<file path="src/rtl/conv_window_gen_if.sv">
// Handshake bundle for the 3x3 window generator: pixel stream in, window stream out.
// master = upstream producer / downstream consumer side, slave = the window generator.
interface conv_window_gen_if #(
    parameter int DATA_W = 8
);
    logic                  in_valid;
    logic                  in_ready;
    logic [DATA_W-1:0]     in_data;
    logic                  out_valid;
    logic                  out_ready;
    logic [9*DATA_W-1:0]   out_win;
    logic                  out_last;

    modport master (
        output in_valid, in_data, out_ready,
        input  in_ready, out_valid, out_win, out_last
    );

    modport slave (
        input  in_valid, in_data, out_ready,
        output in_ready, out_valid, out_win, out_last
    );
endinterface

</file>
<file path="src/rtl/conv_window_gen.sv">
// Streaming 3x3 window generator. One pixel per cycle in raster order, two line
// buffers plus a 3x3 shift window, one registered output stage with valid/ready.
//
// Phase FSM (derived from the row counter):
//   state  | meaning
//   FILL   | rows 0/1 of the frame, line buffers filling, no windows emitted
//   ACTIVE | rows 2..IMG_H-1, windows emitted once col >= 2
module conv_window_gen #(
    parameter int DATA_W = 8,
    parameter int IMG_W  = 8,
    parameter int IMG_H  = 8
) (
    input logic              clk,
    input logic              reset,
    conv_window_gen_if.slave bus
);
    localparam int CW = (IMG_W > 1) ? $clog2(IMG_W) : 1;
    localparam int RW = (IMG_H > 1) ? $clog2(IMG_H) : 1;

    localparam logic [0:0] FILL   = 1'b0;
    localparam logic [0:0] ACTIVE = 1'b1;

    logic [CW-1:0]         col;
    logic [RW-1:0]         row;
    logic [RW-1:0]         row_nxt;
    logic [0:0]            phase;

    logic [DATA_W-1:0]     lb0 [IMG_W];
    logic [DATA_W-1:0]     lb1 [IMG_W];

    logic [DATA_W-1:0]     win  [3][3];
    logic [DATA_W-1:0]     nwin [3][3];
    logic [9*DATA_W-1:0]   win_flat;

    logic                  out_valid_q;
    logic [9*DATA_W-1:0]   out_win_q;
    logic                  out_last_q;

    logic                  in_ready_w;
    logic                  accept;
    logic                  col_last;
    logic                  row_last;
    logic                  emit;

    assign in_ready_w    = !out_valid_q || bus.out_ready;
    assign accept        = bus.in_valid && in_ready_w;
    assign col_last      = (col == CW'(IMG_W - 1));
    assign row_last      = (row == RW'(IMG_H - 1));
    assign row_nxt       = row_last ? '0 : row + RW'(1);
    assign emit          = accept && (phase == ACTIVE) && (col >= CW'(2));

    assign bus.in_ready  = in_ready_w;
    assign bus.out_valid = out_valid_q;
    assign bus.out_win   = out_win_q;
    assign bus.out_last  = out_last_q;

    // Window after this cycle's shift: columns move left, new column comes from LB1/LB0/input.
    always_comb begin
        for (int i = 0; i < 3; i++) begin
            for (int j = 0; j < 2; j++) begin
                nwin[i][j] = win[i][j+1];
            end
        end
        nwin[0][2] = lb1[col];
        nwin[1][2] = lb0[col];
        nwin[2][2] = bus.in_data;
    end

    // Flatten the shifted window: byte k = 3*row_offset + col_offset, newest pixel at k=8.
    always_comb begin
        win_flat = '0;
        for (int i = 0; i < 3; i++) begin
            for (int j = 0; j < 3; j++) begin
                win_flat[DATA_W*(3*i+j) +: DATA_W] = nwin[i][j];
            end
        end
    end

    // Position counters and phase; a frame wrap goes straight back to FILL with no idle cycle.
    always_ff @(posedge clk) begin
        if (!reset) begin
            col   <= '0;
            row   <= '0;
            phase <= FILL;
        end else if (accept) begin
            if (col_last) begin
                col   <= '0;
                row   <= row_nxt;
                phase <= (row_nxt >= RW'(2)) ? ACTIVE : FILL;
            end else begin
                col <= col + CW'(1);
            end
        end
    end

    // Line buffers need no reset: every entry is rewritten before it can reach an emitted window.
    always_ff @(posedge clk) begin
        if (accept) begin
            lb1[col] <= lb0[col];
            lb0[col] <= bus.in_data;
        end
    end

    // 3x3 shift window, advanced on every accepted pixel.
    always_ff @(posedge clk) begin
        if (!reset) begin
            for (int i = 0; i < 3; i++) begin
                for (int j = 0; j < 3; j++) begin
                    win[i][j] <= '0;
                end
            end
        end else if (accept) begin
            win <= nwin;
        end
    end

    // Single output stage: load on an emitting accept, otherwise clear once consumed.
    always_ff @(posedge clk) begin
        if (!reset) begin
            out_valid_q <= 1'b0;
            out_win_q   <= '0;
            out_last_q  <= 1'b0;
        end else if (emit) begin
            out_valid_q <= 1'b1;
            out_win_q   <= win_flat;
            out_last_q  <= row_last && col_last;
        end else if (bus.out_ready) begin
            out_valid_q <= 1'b0;
        end
    end
endmodule

</file>
<file path="src/flat_wrapper.sv">
// flat-port wrapper written by rule: the top's interface ports become plain ports
module conv_window_gen_flat 
#(
    parameter int DATA_W = 8,
    parameter int IMG_W  = 8,
    parameter int IMG_H  = 8
)
  (clk, reset, bus_in_valid, bus_in_data, bus_out_ready, bus_in_ready, bus_out_valid, bus_out_win, bus_out_last);
  conv_window_gen_if #(.DATA_W(DATA_W)) bus_i ();
  input logic clk;
  input logic reset;
  input wire logic [$bits(bus_i.in_valid)-1:0] bus_in_valid;
  input wire logic [$bits(bus_i.in_data)-1:0] bus_in_data;
  input wire logic [$bits(bus_i.out_ready)-1:0] bus_out_ready;
  output wire logic [$bits(bus_i.in_ready)-1:0] bus_in_ready;
  output wire logic [$bits(bus_i.out_valid)-1:0] bus_out_valid;
  output wire logic [$bits(bus_i.out_win)-1:0] bus_out_win;
  output wire logic [$bits(bus_i.out_last)-1:0] bus_out_last;
  assign bus_i.in_valid = bus_in_valid;
  assign bus_i.in_data = bus_in_data;
  assign bus_i.out_ready = bus_out_ready;
  assign bus_in_ready = bus_i.in_ready;
  assign bus_out_valid = bus_i.out_valid;
  assign bus_out_win = bus_i.out_win;
  assign bus_out_last = bus_i.out_last;
  conv_window_gen #(.DATA_W(DATA_W), .IMG_W(IMG_W), .IMG_H(IMG_H)) u_core (.clk(clk), .reset(reset), .bus(bus_i));
endmodule
</file>
<file path="config.mk">
export PLATFORM = sky130hd
export DESIGN_NAME = conv_window_gen_flat
export DESIGN_NICKNAME = d
export VERILOG_FILES = /design/src/rtl/conv_window_gen_if.sv /design/src/rtl/conv_window_gen.sv /design/src/flat_wrapper.sv
export SDC_FILE = /design/constraint.sdc
export NUM_CORES = 1
export LEC_CHECK = 0
export CELL_PAD_IN_SITES_DETAIL_PLACEMENT = 2
export CELL_PAD_IN_SITES_GLOBAL_PLACEMENT = 2
export CORE_MARGIN = 4
export CORE_UTILIZATION = 40
export DETAILED_ROUTE_END_ITERATION = 16
export PLACE_DENSITY = 0.89
export SETUP_SLACK_MARGIN = 0.1
export SYNTH_ARGS = -nofsm -noshare
export SYNTH_HDL_FRONTEND = slang
export SYNTH_SLANG_ARGS = --single-unit
</file>
<file path="constraint.sdc">
create_clock -name clk -period 3.28 [get_ports clk]
set_input_delay 0.328 -clock clk [delete_from_list [all_inputs] [get_ports clk]]
set_output_delay 0.328 -clock clk [all_outputs]
set_load 0.1 [all_outputs]
</file>
### Word level (Yosys, flattened, before mapping)

Memory sizes are Yosys's and may differ from the RTL's. A register that Yosys moved wholly into a read port is not among the register bits.
Cells that the tools add are included.

| word-level totals | value |
|---|---|
| memories | 2 |
| flip-flop bits (word level) | 129 |
| output and inout port bits | 75 |
| bits in writable memories | 128 |
| bits of input ports | 12 |

Memories:

| name | words | width | read ports | clocked after memory_dff | write ports | line | source |
|---|---|---|---|---|---|---|---|
| u_core.lb0 | 8 | 8 | 1 | 1 | 1 | conv_window_gen.sv:28 | `logic [DATA_W-1:0] lb0 [IMG_W];` |
| u_core.lb1 | 8 | 8 | 1 | 1 | 1 | conv_window_gen.sv:29 | `logic [DATA_W-1:0] lb1 [IMG_W];` |

| cells by class | value |
|---|---|
| muxes and demuxes | 11 |
| reduce and logical (&&, ||, !) cells | 8 |
| $lt $le $gt $ge | 2 |
| add/subtract/negate cells | 2 |
| equal/unequal tests | 2 |

Operator list:

| cell | number |
|---|---|
| 3-bit 2-to-1 mux | 6 |
| 3-bit by 1-bit adder with 3-bit output (second input constant) | 2 |
| 3-bit == test (second input constant) | 2 |
| 3-bit by 2-bit greater-or-equal comparator with 1-bit output (second input constant) | 2 |
| 1-bit 2-to-1 mux | 5 |
| 1-bit logical AND | 4 |
| 2-bit AND reduction | 1 |
| 2-bit nonzero test | 1 |
| 1-bit zero test | 1 |
| 1-bit logical OR | 1 |

### Logic depth before layout (Yosys ltp)

| depth | value |
|---|---|
| depth after elaboration | 6 |
| mapped depth | 7 |
| mapped depth without buffers | 5 |

### Least setup slack after synthesis

No wires, ideal clock.

| path | value |
|---|---|
| path type | reg-to-reg |
| start point | register u_core.out_valid_q, in the netlist u_core.bus.out_valid |
| end point | memory u_core.lb0[0][0], enable pin |
| period minus slack after synthesis | 3.465 ns |
| setup time | 0.430 ns |
| setup slack | -0.185 ns |
| path buffers | 2 |
| arrival time | 3.035 ns |
| cell stages (with the launch flop) | 7 |
| path through | dfxtp_1 -> nor2b_1 -> buf_2 -> inv_2 -> buf_2 -> nand2_1 -> nor4_1 |

| on the way | value |
|---|---|
| word-level cells in the longest chain between the ends | 5 |

RTL lines:

| item | line | source |
|---|---|---|
| start: declaration | conv_window_gen.sv:35 | `logic out_valid_q;` |
| start signal: assignment | conv_window_gen.sv:120 | `out_valid_q <= 1'b0;` |
| start signal: assignment | conv_window_gen.sv:124 | `out_valid_q <= 1'b1;` |
| start signal: assignment | conv_window_gen.sv:128 | `out_valid_q <= 1'b0;` |
| 1-bit zero test | conv_window_gen.sv:45 | `assign in_ready_w = !out_valid_q \|\| bus.out_ready;` |
| 1-bit logical OR | conv_window_gen.sv:45 |  |
| 1-bit logical AND | conv_window_gen.sv:46 | `assign accept = bus.in_valid && in_ready_w;` |
| 1-bit 2-to-1 mux | conv_window_gen.sv:98 | `if (accept) begin` |
| 1-bit 2-to-1 mux (implied by the code) | conv_window_gen.sv:100 | `lb0[col] <= bus.in_data;` |
| end: declaration | conv_window_gen.sv:28 |  |

No other way between the ends.

### Worst setup path after layout

| path | value |
|---|---|
| start point | register u_core.col[0] |
| end point | register u_core.out_win_q[69], in the netlist u_core.bus.out_win[69] |

| on the way | value |
|---|---|
| word-level cells in the longest chain between the ends | 2 |

RTL lines:

| item | line | source |
|---|---|---|
| start: declaration | conv_window_gen.sv:23 | `logic [CW-1:0] col;` |
| start signal: assignment | conv_window_gen.sv:91 | `col <= col + CW'(1);` |
| 3-bit by 2-bit greater-or-equal comparator with 1-bit output | conv_window_gen.sv:50 | `assign emit = accept && (phase == ACTIVE) && (col >= CW'(2));` |
| 1-bit logical AND | conv_window_gen.sv:50 |  |
| end signal: assignment | conv_window_gen.sv:125 | `out_win_q <= win_flat;` |
| end: declaration | conv_window_gen.sv:36 | `logic [9*DATA_W-1:0] out_win_q;` |

No other way between the ends.
A chain may end at the register's enable or synchronous reset.

==> results by group <==
Drt
  – DRC violations left: 0
  – Average wire per standard cell: 28.4 um
  – First drt pass iteration count: 6
  – DRC violation total after the first TritonRoute iteration: 669
  – Overall via count from detail_route: 7367
  – Detail-routed via count per cell: 6.19
  – Wire length reported by the detailed router: about 34000 um
  – Antenna Violating Nets Remaining: 0

Global route
  – Pin count of the biggest net entering global routing: 98
  – Overall routing resource usage: 0.237
  – Overall overflow remaining after global route: 0
  – Global-route wire length before repair: 51500 um
  – Antenna violations before repair: 0
  – Via count of the first global-routing pass: 8012

Timing
  – # setup viols final: 0
  – Unrepaired setup endpoints after global routing: no
  – Max-slew headroom: 0.312
  – Total negative slack: 0 ns
  – Post-route clock period utilization: 0.781
  – Layout Skew: 0.0152 ns
  – Final number of max-transition violations: 0
  – Total count of hold-check failures in the final report: 0
  – Max Fclk: 0.390 GHz
  – Post-Route Hold Slack: 0.470 ns
  – Shortest clock period the worst path allows after layout: 2.56 ns
  – Measured slew at the worst slew-check pin: 1.03 ns

Yosys
  – Async set or reset register ratio after synthesis: 0
  – Top cell type by total area after synthesis: sky130_fd_sc_hd__edfxtp_1
  – Commonest cells in the netlist: sky130_fd_sc_hd__dfxtp_1, sky130_fd_sc_hd__edfxtp_1, sky130_fd_sc_hd__a21oi_1
  – Sequential fraction of the synthesis area: 0.641
  – Net count after synthesis: 801
  – Cell types occupying the most area after synthesis: sky130_fd_sc_hd__edfxtp_1, sky130_fd_sc_hd__dfxtp_1, sky130_fd_sc_hd__mux4_2
  – Netlist cell types: 35
  – Post-Synthesis Cell Area: just over 0.01 sq mm
  – Top-area cell type share of the netlist area: 0.380
  – Number of enable flip-flop cells after synthesis: 128
  – Average size of a mapped cell: 12.9 sq um
  – Most used DFF post-synth: sky130_fd_sc_hd__dfxtp_1
  – Synth warnings: 0
  – Cell count after synthesis: 784
  – Register bit count reported by yosys: 260
  – Count leader, synth: sky130_fd_sc_hd__dfxtp_1

Cells and area
  – Antenna diode count: 0
  – Syn-to-layout area delta: 20.3%
  – Layout cell share with drive strength beyond 1: 0.140
  – Cell area after layout: about 0.012 sq mm
  – Final #Nets: roughly 860
  – Final core utilization: 0.495
  – Final cell count without fillers: 1191

Clocking
  – CTS root buf: sky130_fd_sc_hd__clkbuf_16
  – Worst-Skew Late Latency: about 0.54 ns
  – Clock tree from TritonCTS: built
  – Number of buffers inserted for hold repair after clock tree synthesis: 0
  – CTS clk-pin slew, worst paths: around 0.070 ns
  – Clock Sink Count: 260
  – Resized cells post-CTS: 0
  – Clock buffers created by TritonCTS: 28
  – Total setup buffers inserted after CTS: 0
  – Buffer depth of the longest clock path: 3
  – H-Tree Level Count: 1

Critical path
  – Endpoint class of the critical path: flop
  – Cell breakdown of the critical path: inv_1 > ha_1 > o31ai_4 > buf_4 > o31ai_1 > a21oi_1
  – Critical-path maximum fanout: 17
  – CP max stage delay: 0.83 ns
  – Data arrival time at the worst-slack endpoint: 3.02 ns
  – Setup crit start kind: flop
  – Worst setup slack for register-to-register paths: 0.72 ns
  – Crit Path Class: reg -> reg
  – Slowest stage cell, crit path: sky130_fd_sc_hd__o31ai_4
  – Critical Path RT: 3.74 ns

Floorplanning
  – Num rows: 57
  – Core area: 0.0246 sq mm
  – Horizontal die dimension: 167 um
  – Starting density of the core: 0.411
  – Die Y-Extent: 167 um
  – Area of the die: 0.0279 sq mm
  – Number of top-level pins: 87

Placement
  – Area post-placement: 0.0113 sq mm
  – Routability congestion estimate: 0.748
  – Number of input and output port buffers inserted: 86
  – Placed cell count: between 1000 and 1500
  – HPWL after detailed placement: 20000 um

Power
  – Static power due to leakage: 3.82 nW
  – Power density over cell area: 580 mW/mm^2
  – Worst voltage drop across the vdd grid: 0.369 mV

Worst hold path
  – Worst hold path type: reg -> reg

Job
  – Reported max-cap violation count: 0

Outcome
  – Run status: complete, no violations
==> metal layers <==
metal | global-route usage | share of wire | vias to the layer above
met3 | 0.0353 | 0.055 | 74
met2 | 0.423 | 0.52 | 276
met5 | 0 | 0 | -
met4 | 0.0868 | 0.034 | 0
met1 | 0.290 | 0.39 | 3854
li1 | - | - | 3163
==> worst max-delay path, delay by kind of cell, from the launching register on <==
kind,cells,cell delay [ns]
adder cells (fa/ha/maj),1,0.28
AO/OA/AOI/OAI,3,1.17
buffers and inverters,2,0.53
flip-flops,1,0.50
==> power by group <==
part / switching (mW) / internal, mW
clock: 1.32 / 1.73
combinational: 0.289 / 0.148
sequential: 0.0625 / 3.51
total: 1.67 / 5.39
==> logic make-up (layout without fill, tap and decap cells) <==
logic type | after synthesis | in the layout | synth area share
AOI/OAI and AO/OA | 227 | 227 | 0.134
adders and majority gates | 5 | 5 | 0.00618
buffers and inverters | 96 | 179 | 0.0452
DFF | 260 | 260 | 0.641
muxes | 48 | 48 | 0.0969
and+or+nand+nor | 148 | 148 | 0.0770
==> cell usage in the layout (no fill, tap or decap), types with 23 or more instances in the layout <==
master and instances:
sky130_fd_sc_hd__dfxtp_1 131, sky130_fd_sc_hd__edfxtp_1 128, sky130_fd_sc_hd__a21oi_1 95, sky130_fd_sc_hd__clkdlybuf4s50_1 84, sky130_fd_sc_hd__nand4_1 61, sky130_fd_sc_hd__o31ai_1 60
sky130_fd_sc_hd__nand2_1 36, sky130_fd_sc_hd__nand3_1 35, sky130_fd_sc_hd__o21ai_0 34, sky130_fd_sc_hd__mux4_2 32, sky130_fd_sc_hd__o22ai_1 32, sky130_fd_sc_hd__clkbuf_16 29
sky130_fd_sc_hd__buf_4 23
==> worst paths after layout <==
check                         startpoint                      to  cells after the start
setup reg to reg           u_core.col[0]  u_core.bus.out_win[69]                      6
hold reg to reg   u_core.bus.out_win[45]  u_core.bus.out_win[45]                      2
setup / recovery           u_core.col[0]  u_core.bus.out_win[69]                      6
hold / removal    u_core.bus.out_win[45]  u_core.bus.out_win[45]                      2
==> flip-flops by register name (all words and copies together), names as in the netlist, named ones only <==
name and flops:
u_core.bus.out_win 72, u_core.lb0 64, u_core.lb1 64, u_core.nwin 48
u_core.col 3, u_core.row 3, u_core.bus.out_last 1, u_core.bus.out_valid 1
u_core.phase 1
==> per-stage QoR <==
step / setup WS, ns / total power, mW
2_1_floorplan: 0.219 / 3.89
3_3_place_gp: 0.990 / 4.01
3_5_place_dp: 0.751 / 4.06
4_1_cts: 0.721 / 7.08
5_1_grt: 0.608 / 7.28
6_report: 0.717 / 7.06
==> area by class of cell <==
| cell class | instances | area, sq um |
|---|---|---|
| Clock buffer | 39 | 783 |
| Clock inverter | 12 | 76.3 |
| Fill cell | 2324 | 12400 |
| Inverter | 13 | 48.8 |
| Multi-Input combinational cell | 428 | 3210 |
| Sequential cell | 260 | 6490 |
| Tap cell | 324 | 405 |
| Timing Repair Buffer | 115 | 1160 |
Power figures use the tool's default switching activity.
